[src/rtl/tim6_cnt_core.sv]
// Timer 6 time-base: prescaler, up-counter and registered update-event stage.
// Optional DMA request output is built when TIM6_DMA_EN is defined.
module tim6_cnt_core #(
    parameter int WIDTH = 16
) (
    input  logic             clk,
    input  logic             rst_n,
    input  logic             cen,
    input  logic             arpe,
    input  logic             opm,
    input  logic             udis,
    input  logic             urs,
    input  logic             ug,
    input  logic             uif_clr,
`ifdef TIM6_DMA_EN
    input  logic             ude,
`endif
    input  logic [WIDTH-1:0] psc_breg,
    input  logic [WIDTH-1:0] arr_breg,
    input  logic [WIDTH-1:0] arr_sh,
    output logic [WIDTH-1:0] cnt,
    output logic             ld_sh_reg,
    output logic             uev,
    output logic             uif,
`ifdef TIM6_DMA_EN
    output logic             dma_req,
`endif
    output logic             cen_clr
);

    logic [WIDTH-1:0] psc_cnt;
    logic [WIDTH-1:0] psc_sh;
    logic [WIDTH-1:0] arr_eff;
    logic             tick;
    logic             ovf;
    logic             uev_src;
    logic             uif_set;

    assign arr_eff = arpe ? arr_sh : arr_breg;
    assign tick    = cen && (psc_cnt == psc_sh);
    assign ovf     = tick && (cnt == arr_eff);
    assign uev_src = !udis && (ovf || ug);
    // A ug-only event does not flag the interrupt when urs restricts it to overflow.
    assign uif_set = !udis && (ovf || (ug && !urs));

    // NOTE: state registers use non-blocking assignments so every flop samples
    // pre-edge values; blocking here would create order-dependent simulation.
    always_ff @(posedge clk or negedge rst_n) begin
        if (!rst_n) begin
            cnt     <= '0;
            psc_cnt <= '0;
            psc_sh  <= '0;
        end else begin
            if (ug) begin
                cnt     <= '0;
                psc_cnt <= '0;
            end else if (tick) begin
                psc_cnt <= '0;
                cnt     <= (cnt == arr_eff) ? '0 : cnt + 1'b1;
            end else if (cen) begin
                psc_cnt <= psc_cnt + 1'b1;
            end
            if (uev_src) begin
                psc_sh <= psc_breg;
            end
        end
    end

    // Event outputs are plain flops; ld_sh_reg clocks the shadow register downstream.
    always_ff @(posedge clk or negedge rst_n) begin
        if (!rst_n) begin
            uev       <= 1'b0;
            ld_sh_reg <= 1'b0;
            cen_clr   <= 1'b0;
            uif       <= 1'b0;
        end else begin
            uev       <= uev_src;
            ld_sh_reg <= uev_src;
            cen_clr   <= opm && !udis && ovf;
            if (uif_set) begin
                uif <= 1'b1;
            end else if (uif_clr) begin
                uif <= 1'b0;
            end
        end
    end

`ifdef TIM6_DMA_EN
    always_ff @(posedge clk or negedge rst_n) begin
        if (!rst_n) begin
            dma_req <= 1'b0;
        end else begin
            dma_req <= ude && uif_set;
        end
    end
`endif

endmodule
[config.mk]
export PLATFORM = sky130hd
export DESIGN_NAME = tim6_cnt_core
export DESIGN_NICKNAME = d
export VERILOG_FILES = /design/src/rtl/tim6_cnt_core.sv
export SDC_FILE = /design/constraint.sdc
export NUM_CORES = 1
export LEC_CHECK = 0
export BUFFER_PORTS_ARGS = -buffer_cell sky130_fd_sc_hd__buf_2
export CORE_ASPECT_RATIO = 1.2
export CORE_MARGIN = 1.5
export CORE_UTILIZATION = 30
export DETAILED_ROUTE_END_ITERATION = 10
export PLACE_DENSITY = 0.54
export SKIP_LAST_GASP = 1
export SYNTH_ARGS = -nofsm -noshare
export SYNTH_HDL_FRONTEND = slang
export SYNTH_SLANG_ARGS = --single-unit
[constraint.sdc]
create_clock -name clk -period 2.85 [get_ports clk]
set_clock_uncertainty 0.1 [all_clocks]
set_input_delay 0.4275 -clock clk [delete_from_list [all_inputs] [get_ports clk]]
set_output_delay 0.4275 -clock clk [all_outputs]
set_load 0.03 [all_outputs]
==> results.py, run 1 <==
metrics = {
    "timing": {
        "slew_headroom": 0.423,
        "period_share": 0.897,
        "worst_pin_slew_ns": 0.863,
        "holdWs_ns": 0.129,
        "tns_ns": 0,
        "min_period_ns": 2.56,
        "rsz0062_at_grt": "no",
        "hold_viol": 0,
        "finalSetupViolations": 0,
        "drv_slew": 0,
        "fmax_mhz": 391,
    },
    "power": {
        "pwr-share-clk": 0.429,
        "p_sw_frac": 0.244,
        "p_switching_mw": 0.442,
        "intPower_mw": 1.37,
        "power.density_mw_per_mm2": 428,
        "p_leak_nw": 1.90,
        "ir_drop_uv": 222,
        "finalPower_mw": 1.81,
        "seq_power_share": 0.429,
        "pwr-share-comb": 0.142,
    },
    "routing": {
        "ant_nets": 0,
        "drc": 0,
        "num_vias": 3203,
        "via_per_inst": 5.17,
        "firstDrtPassIters": 8,
        "totalWireLength_mm": 9.41,
        "first_iter_violations": 279,
        "wl_per_cell_um": 15.2,
    },
    "placement": {
        "place_congestion": 0.803,
        "placed_cells": 612,
        "io_buffers": 76,
        "dp_hpwl_mm": 6.81,
    },
    "grt": {
        "grt_antenna_before_repair": 0,
        "grt_overflow": 0,
        "grt_pass1_wl_mm": 15.6,
        "grt_usage": 0.158,
        "grt_max_degree": 54,
        "grt_pass1_vias": 3147,
    },
    "worst_setup_path": {
        "worstPathRequired_ns": 2.98,
        "critPathKind": "reg2reg",
        "setup.worst_path.start_class": "flip-flop",
        "crit_path_end_kind": "flip-flop",
        "crit_arrival_ns": 2.68,
        "cp_max_fo": 28,
    },
    "finish": {
        "final_nets": 521,
        "drive_above_1_share": 0.218,
        "antennaDiodeCount": 0,
        "areaGrowthSynthToFinish_pct": 20.6,
        "fin_cells": 620,
    },
    "floorplan": {
        "core_area_mm2": 0.0115,
        "die_h_um": 122,
        "dieArea_mm2": 0.0124,
        "die-width_um": 102,
        "initial_core_util": 0.305,
        "rows": 43,
        "io_pins": 77,
    },
    "synth": {
        "synth_top_area_frac": 0.363,
        "ys_ff_latch": 51,
        "synth_async_sr_flop_share": 1.00,
        "yosys_warnings": 0,
        "synth_largest_area_cell": "dfrtp_1",
        "synth_cell_type_count": 40,
        "syn_area_mm2": 0.00352,
        "yosysSeqAreaShare": 0.363,
        "synth_ff_type": "dfrtp_1",
        "synth_edf_count": 0,
        "avgSynthCellArea_um2": 8.86,
        "postSynthCellCount": 397,
        "synth_area_leaders": "dfrtp_1 (36%), xnor2_1 (7.2%), nand3_1 (4.7%)",
        "synth_fp_nets": 456,
    },
    "clock_network": {
        "post_cts_resized": 0,
        "tritoncts": "yes",
        "clk_path_buf_depth": 2,
        "cts-root-buf": "clkbuf_16",
        "cts_buffers": 5,
        "ctsHtreeMaxLevel": 2,
        "clock_latency_ns": 0.29,
        "post_cts_buffers": 0,
        "cts.sinks": 51,
        "cts_hold_buf": 0,
        "path_clk_slew_ns": 0.07,
    },
    "flow_run": {
        "drv_cap": 0,
    },
    "hold_path": {
        "hold_path.class": "in2async",
    },
    "outcome": {
        "status": "finished clean",
    },
}
## worst max-delay path, stage by stage, from the launching register on
cell and delay [ns]:
dfrtp_1 0.42, xnor2_1 0.29, nand2_1 0.09, or4b_1 0.48, or2_1 0.33, buf_4 0.26
or4_1 0.42, nand3_1 0.08
## kinds of logic (layout without fill, tap and decap cells)
family | count (synthesis) | count (layout) | synth area share
XOR/XNOR | 46 | 46 | 0.115
AO/OA/AOI/OAI | 37 | 37 | 0.0975
AND/OR/NAND/NOR | 194 | 194 | 0.310
adder cells (fa/ha/maj) | 2 | 2 | 0.00711
multiplexers | 16 | 16 | 0.0455
flip-flops | 51 | 51 | 0.363
buffers and inverters | 51 | 117 | 0.0623
## power groups by stage
stage / logic (mW) / registers, mW / clock network, mW
2_1_floorplan: 0.159 / 0.792 / 0
3_3_place_gp: 0.253 / 0.792 / 0
3_5_place_dp: 0.260 / 0.793 / 0
4_1_cts: 0.261 / 0.779 / 0.795
5_1_grt: 0.290 / 0.783 / 0.815
6_report: 0.257 / 0.779 / 0.779
## metrics by stage
stage,util,instance area (µm²),setup slack [ns]
finish,0.368,4240,0.295
global route,0.368,4240,0.0969
CTS,0.368,4240,0.280
detailed placement,0.352,4050,0.00331
global placement,0.352,4050,0.0512
floorplan,-,3520,0.451
## path summary, 6_finish.rpt
check	startpoint	end	slack, ns	cells past startpoint
min in group clk	opm	cen_clr	0.30	2
max in group asynchronous	rst_n	cnt[7]	1.84	2
hold / removal	rst_n	psc_sh[6]	0.13	1
hold reg to reg	uif	uif	0.42	1
setup reg to reg	psc_cnt[11]	psc_sh[8]	0.29	7
setup / recovery	psc_cnt[11]	psc_sh[8]	0.29	7
## cells in the mapped netlist, types with 2 or more instances
| cell type | instances |
|---|---|
| nand4_1 | 7 |
| ha_1 | 2 |
| and4b_1 | 8 |
| nor2b_1 | 19 |
| nand2_1 | 32 |
| a21oi_1 | 4 |
| nor2_1 | 38 |
| buf_2 | 6 |
| mux2i_1 | 16 |
| nand3b_1 | 3 |
| inv_1 | 20 |
| nor4_1 | 6 |
| a221o_1 | 14 |
| nand2b_1 | 3 |
| nor3_1 | 6 |
| and3_1 | 7 |
| or4_1 | 17 |
| buf_6 | 2 |
| nor4bb_1 | 3 |
| clkbuf_1 | 20 |
| nand4b_1 | 2 |
| nand3_1 | 33 |
| nor4b_1 | 3 |
| xnor2_1 | 29 |
| a222oi_1 | 16 |
| dfrtp_1 | 51 |
| xor2_1 | 17 |
## layer usage
metal	track usage	vias to the layer above	share of wire
met5	0	-	0
li1	-	1560	-
met2	0.276	93	0.51
met3	0.0235	9	0.050
met1	0.199	1541	0.43
met4	0.0462	0	0.012
## layout make-up
class | instances | area [µm²]
timing repair buffer | 89 | 478
sequential | 51 | 1280
tap | 157 | 196
multi-input combinational | 295 | 2020
clock buffer | 5 | 125
inverter | 20 | 75.1
clock inverter | 3 | 67.6
fill | 1223 | 7270
## state kept, by name, summed over array words and instances, names as in the netlist
| name | cells |
|---|---|
| cnt | 16 |
| psc_cnt | 16 |
| cen_clr | 1 |
| psc_sh | 16 |
| uif | 1 |
| uev | 1 |
## cells in the final DEF (no fill, tap or decap), types with 8 or more instances in the layout
master    instances
buf_2            76
dfrtp_1          51
nor2_1           38
nand3_1          33
nand2_1          32
xnor2_1          29
inv_1            20
nor2b_1          19
xor2_1           17
or4_1            17
mux2i_1          16
a222oi_1         16
a221o_1          14
buf_4            13
and4b_1           8
Note: power is estimated with default switching activity, not from simulation.
==> inputs of run 2 (changes only) <==
==> constraint.sdc (replaced) <==
create_clock -name clk -period 2.85 [get_ports clk]
set_clock_uncertainty 0.1 [all_clocks]
set_input_delay 0.285 -clock clk [delete_from_list [all_inputs] [get_ports clk]]
set_output_delay 0.285 -clock clk [all_outputs]
set_load 0.03 [all_outputs]
==> run 2 against run 1 <==
  * Critical path depth is the same
  * Flip-flop and latch count stayed put
  * Setup slack gained 0.099 ns
  * Largest power group unchanged
  * Worst hold slack better by 0.028 ns
  * Utilization decreased by 0.38 points
  * Count of clock-buffer cells in the layout did not move
==> results.py, run 2 (synthesis results as in run 1) <==
metrics = {
    "outcome": {
        "status": "finished clean",
    },
    "finish": {
        "drive_above_1_share": 0.211,
        "layout_commonest_cell": "buf_2",
        "areaGrowthSynthToFinish_pct": 19.3,
        "multi_input_area_mm2": 0.00202,
        "fillCellCount": 1198,
        "final_core_util": 0.364,
        "final_nets": 518,
        "layout_common_cells": "buf_2 (76), dfrtp_1 (51), nor2_1 (38), nand3_1 (33), nand2_1 (32)",
        "reg_top3": "cnt (16), psc_cnt (16), psc_sh (16)",
        "regArea_mm2": 0.00128,
        "antennaDiodeCount": 0,
    },
    "floorplan": {
        "die_h_um": 122,
        "die-width_um": 102,
        "dieArea_mm2": 0.0124,
        "initial_core_util": 0.305,
        "rows": 43,
        "core_area_mm2": 0.0115,
        "io_pins": 77,
    },
    "clock_network": {
        "tritoncts": "yes",
        "path_clk_slew_ns": 0.07,
        "cts.sinks": 51,
        "clk_path_buf_depth": 2,
        "cts-root-buf": "clkbuf_16",
        "cts_hold_buf": 1,
        "clock_latency_ns": 0.29,
        "post_cts_resized": 0,
        "ctsHtreeMaxLevel": 2,
        "cts_buffers": 5,
        "post_cts_buffers": 0,
    },
    "timing": {
        "fin_ws_ns": 0.394,
        "finalSetupViolations": 0,
        "rsz0062_at_grt": "no",
        "slew_headroom": 0.447,
        "min_period_ns": 2.46,
        "fmax_mhz": 407,
        "worst_pin_slew_ns": 0.827,
        "drv_slew": 0,
        "period_share": 0.862,
        "tns_ns": 0,
        "hold_viol": 0,
    },
    "routing": {
        "first_iter_violations": 272,
        "firstDrtPassIters": 5,
        "totalWireLength_mm": 9.50,
        "drc": 0,
        "ant_nets": 0,
        "wl_per_cell_um": 15.4,
        "via_per_inst": 5.23,
        "num_vias": 3225,
    },
    "worst_setup_path": {
        "worstPathRequired_ns": 2.91,
        "crit_chain": "xnor2_1, nand2_1, or4b_1, or2_1, buf_4, nand2b_1, nor2_1",
        "critPathKind": "reg2reg",
        "crit_path_end_kind": "flip-flop",
        "setup.worst_path.start_class": "flip-flop",
        "crit_arrival_ns": 2.51,
        "cp_slowest_cell": "or4b_1",
        "cp_max_fo": 14,
        "cpPeakStageDelay_ns": 0.48,
    },
    "flow_run": {
        "drv_cap": 0,
    },
    "placement": {
        "place_congestion": 0.798,
        "io_buffers": 76,
        "dp_hpwl_mm": 6.86,
        "dpl_worst_slack_ns": 0.125,
    },
    "power": {
        "power.density_mw_per_mm2": 411,
        "p_leak_nw": 1.88,
        "ir_drop_uv": 219,
    },
    "grt": {
        "grt_usage": 0.155,
        "grt_overflow": 0,
        "grt_pass1_vias": 3165,
        "grt_antenna_before_repair": 0,
        "grt_pass1_wl_mm": 15.3,
        "grt_max_degree": 54,
    },
    "hold_path": {
        "hold_path.class": "in2reg",
    },
}
-- run 2: worst max-delay path: cells and delay by family, from the launching register on --
kind | cells | cell delay [ns]
xor+xnor | 1 | 0.29
buf+inv | 1 | 0.19
flops | 1 | 0.44
simple gates | 5 | 1.31
-- run 2: final cells by class --
| class | instances | share of cell area |
|---|---|---|
| clock inverter | 3 | 0.0104 |
| sequential | 51 | 0.304 |
| tap | 157 | 0.0468 |
| inverter | 20 | 0.0179 |
| clock buffer | 5 | 0.0298 |
| multi-input combinational | 295 | 0.482 |
| timing repair buffer | 86 | 0.109 |
-- run 2: path summary, 6_finish.rpt --
| kind | slack, ns | endpoint | cells past startpoint | startpoint |
|---|---|---|---|---|
| max in group asynchronous | 1.47 | cnt[12] | 3 | rst_n |
| hold reg to reg | 0.42 | uif | 1 | uif |
| setup reg to reg | 0.39 | psc_cnt[13] | 7 | psc_cnt[11] |
| setup / recovery | 0.39 | psc_cnt[13] | 7 | psc_cnt[11] |
| hold / removal | 0.16 | cen_clr | 2 | opm |
| min in group asynchronous | 0.37 | psc_sh[5] | 2 | rst_n |
-- run 2: routing by layer --
metal  wire length, µm  share of wire  vias to the layer above  global-route usage
met5                 0              0                        -                   0
met4               116          0.012                        0              0.0385
met3               492          0.052                       12              0.0207
met2              4870           0.51                      100               0.283
met1              4020           0.42                     1557               0.192
li1                  -              -                     1556                   -
-- run 2: metrics by stage --
stage	power, mW	hold WS (ns)	instance area (µm²)	instances
detailed placement	1.05	0.160	4020	608
floorplan	0.951	-0.111	3520	397
global route	1.80	0.162	4200	617
finish	1.72	0.157	4200	617
CTS	1.74	0.154	4200	617
global placement	1.04	0.167	4020	608
-- run 2: report_power, final --
group	total, mW	internal (mW)	switching, mW
clock	0.687	0.415	0.272
sequential	0.781	0.749	0.0316
combinational	0.255	0.118	0.137
==> inputs of run 3 (changes only) <==
--- a/config.mk
+++ b/config.mk
@@ -10,7 +10,6 @@
 export CORE_MARGIN = 1.5
 export CORE_UTILIZATION = 30
 export DETAILED_ROUTE_END_ITERATION = 10
-export PLACE_DENSITY = 0.54
 export SKIP_LAST_GASP = 1
 export SYNTH_ARGS = -nofsm -noshare
 export SYNTH_HDL_FRONTEND = slang
==> run 3 against run 2 <==
  * Clock power fell by 3.2%
  * Global-route usage shrank 0.46 points
  * Critical path depth stayed put
  * Wire length is 3.9% lower
  * Combinational power fell by 2%
  * Worst hold slack got worse by 0.15 ns
==> results.py, run 3 (synthesis results as in run 1) <==
metrics = {
    "power": {
        "power.density_mw_per_mm2": 407,
        "pwr-share-comb": 0.148,
        "pwr-share-clk": 0.392,
        "p_sw_frac": 0.247,
        "ir_drop_uv": 271,
        "p_leak_nw": 1.87,
        "seq_power_share": 0.460,
        "intPower_mw": 1.28,
        "p_switching_mw": 0.419,
    },
    "timing": {
        "min_period_ns": 2.55,
        "period_share": 0.894,
        "slew_headroom": 0.484,
        "worst_pin_slew_ns": 0.772,
        "drv_slew": 0,
        "holdWs_ns": 0.00482,
        "rsz0062_at_grt": "no",
        "hold_viol": 0,
        "tns_ns": 0,
        "finalSetupViolations": 0,
        "fmax_mhz": 393,
    },
    "worst_setup_path": {
        "cp_num_cells": 7,
        "setup.worst_path.start_class": "flip-flop",
        "crit_chain": "xnor2_1, nand2_1, or4b_1, or2_1, buf_4, or4_1, nand3_1",
        "rr_worst_depth": 7,
        "crit_path_end_kind": "flip-flop",
        "cp_max_fo": 38,
        "critPathKind": "reg2reg",
        "worstPathRequired_ns": 2.97,
        "cp_slowest_cell": "or4b_1",
        "critPathBufInv": 1,
        "cpPeakStageDelay_ns": 0.53,
        "crit_family": "simple AND/OR/NAND/NOR gates",
        "crit_arrival_ns": 2.67,
    },
    "placement": {
        "io_buffers": 76,
        "dp_hpwl_mm": 6.43,
        "place_congestion": 0.826,
    },
    "outcome": {
        "status": "finished clean",
    },
    "clock_network": {
        "cts_hold_buf": 0,
        "cts-root-buf": "clkbuf_16",
        "ctsHtreeMaxLevel": 2,
        "cts_buffers": 5,
        "post_cts_resized": 0,
        "clock_latency_ns": 0.29,
        "path_clk_slew_ns": 0.06,
        "clk_path_buf_depth": 2,
        "post_cts_buffers": 0,
        "cts.sinks": 51,
        "tritoncts": "yes",
    },
    "grt": {
        "grt_max_degree": 54,
        "met1_usage": 0.201,
        "grt_antenna_before_repair": 0,
        "use_met3": 0.0241,
        "grt_pass1_vias": 3064,
        "grt_usage": 0.151,
        "grt_overflow": 0,
        "grt-busiest-layer": "met2",
        "grt_pass1_wl_mm": 15.1,
        "grtUsageMet2": 0.262,
    },
    "routing": {
        "totalWireLength_mm": 9.13,
        "num_vias": 3224,
        "drc": 0,
        "ant_nets": 0,
        "via_per_inst": 5.25,
        "firstDrtPassIters": 6,
        "first_iter_violations": 316,
        "wl_per_cell_um": 14.9,
    },
    "finish": {
        "reg_top3": "cnt (16), psc_cnt (16), psc_sh (16)",
        "multi_input_area_mm2": 0.00202,
        "layout_common_cells": "buf_2 (76), dfrtp_1 (51), nor2_1 (38), nand3_1 (33), nand2_1 (32)",
        "drive_above_1_share": 0.206,
        "areaGrowthSynthToFinish_pct": 18.5,
        "fillCellCount": 1221,
        "layout_commonest_cell": "buf_2",
        "final_nets": 516,
        "antennaDiodeCount": 0,
        "regArea_mm2": 0.00128,
    },
    "floorplan": {
        "core_area_mm2": 0.0115,
        "initial_core_util": 0.305,
        "die_h_um": 122,
        "dieArea_mm2": 0.0124,
        "io_pins": 77,
        "rows": 43,
        "die-width_um": 102,
    },
    "flow_run": {
        "drv_cap": 0,
    },
    "hold_path": {
        "hold_path.class": "in2async",
    },
}
==> run 3: cell types whose count changed in the layout (fill, tap and decap cells not counted), sizes merged <==
| cell | before | now |
|---|---|---|
| buf | 85 | 84 |
| clkbuf | 5 | 6 |
| clkinv | 2 | 0 |
| dlygate4sd3 | 1 | 0 |
==> run 3: layer usage <==
metal / vias to the layer above / wire, µm
li1: 1549 / -
met1: 1574 / 3950
met2: 97 / 4620
met3: 4 / 525
met4: 0 / 33
met5: - / 0
==> run 3: per-stage QoR <==
| stage | setup WS (ns) | total power, mW | instance area, µm² | util | instances |
|---|---|---|---|---|---|
| after floorplan | 0.492 | 0.951 | 3520 | - | 397 |
| after global placement | 0.241 | 1.04 | 4010 | 0.348 | 607 |
| after detailed placement | 0.113 | 1.05 | 4010 | 0.348 | 607 |
| after CTS | 0.290 | 1.72 | 4170 | 0.362 | 614 |
| after global routing | 0.123 | 1.78 | 4170 | 0.362 | 614 |
| final | 0.303 | 1.70 | 4170 | 0.362 | 614 |
==> run 3: worst paths after layout <==
kind                        startpoint   endpoint  slack (ns)
setup reg to reg           psc_cnt[13]  psc_sh[7]        0.30
hold / removal                   rst_n     cnt[2]       0.005
min in group clk                   opm    cen_clr        0.17
max in group asynchronous        rst_n     cnt[5]        2.17
setup / recovery           psc_cnt[13]  psc_sh[7]        0.30
hold reg to reg                    uif        uif        0.42
==> run 3: final cells by class <==
type                       instances  share of cell area
sequential                        51               0.306
tap                              157              0.0471
clock inverter                     1             0.00720
timing repair buffer              84               0.106
multi-input combinational        295               0.485
inverter                          20              0.0180
clock buffer                       6              0.0309
==> run 3: power groups by stage <==
| stage | clock, mW | sequential (mW) | combinational (mW) |
|---|---|---|---|
| final | 0.665 | 0.780 | 0.251 |
| after global routing | 0.713 | 0.784 | 0.283 |
| after CTS | 0.681 | 0.780 | 0.255 |
| after detailed placement | 0 | 0.794 | 0.253 |
| after global placement | 0 | 0.793 | 0.246 |
| after floorplan | 0 | 0.792 | 0.159 |
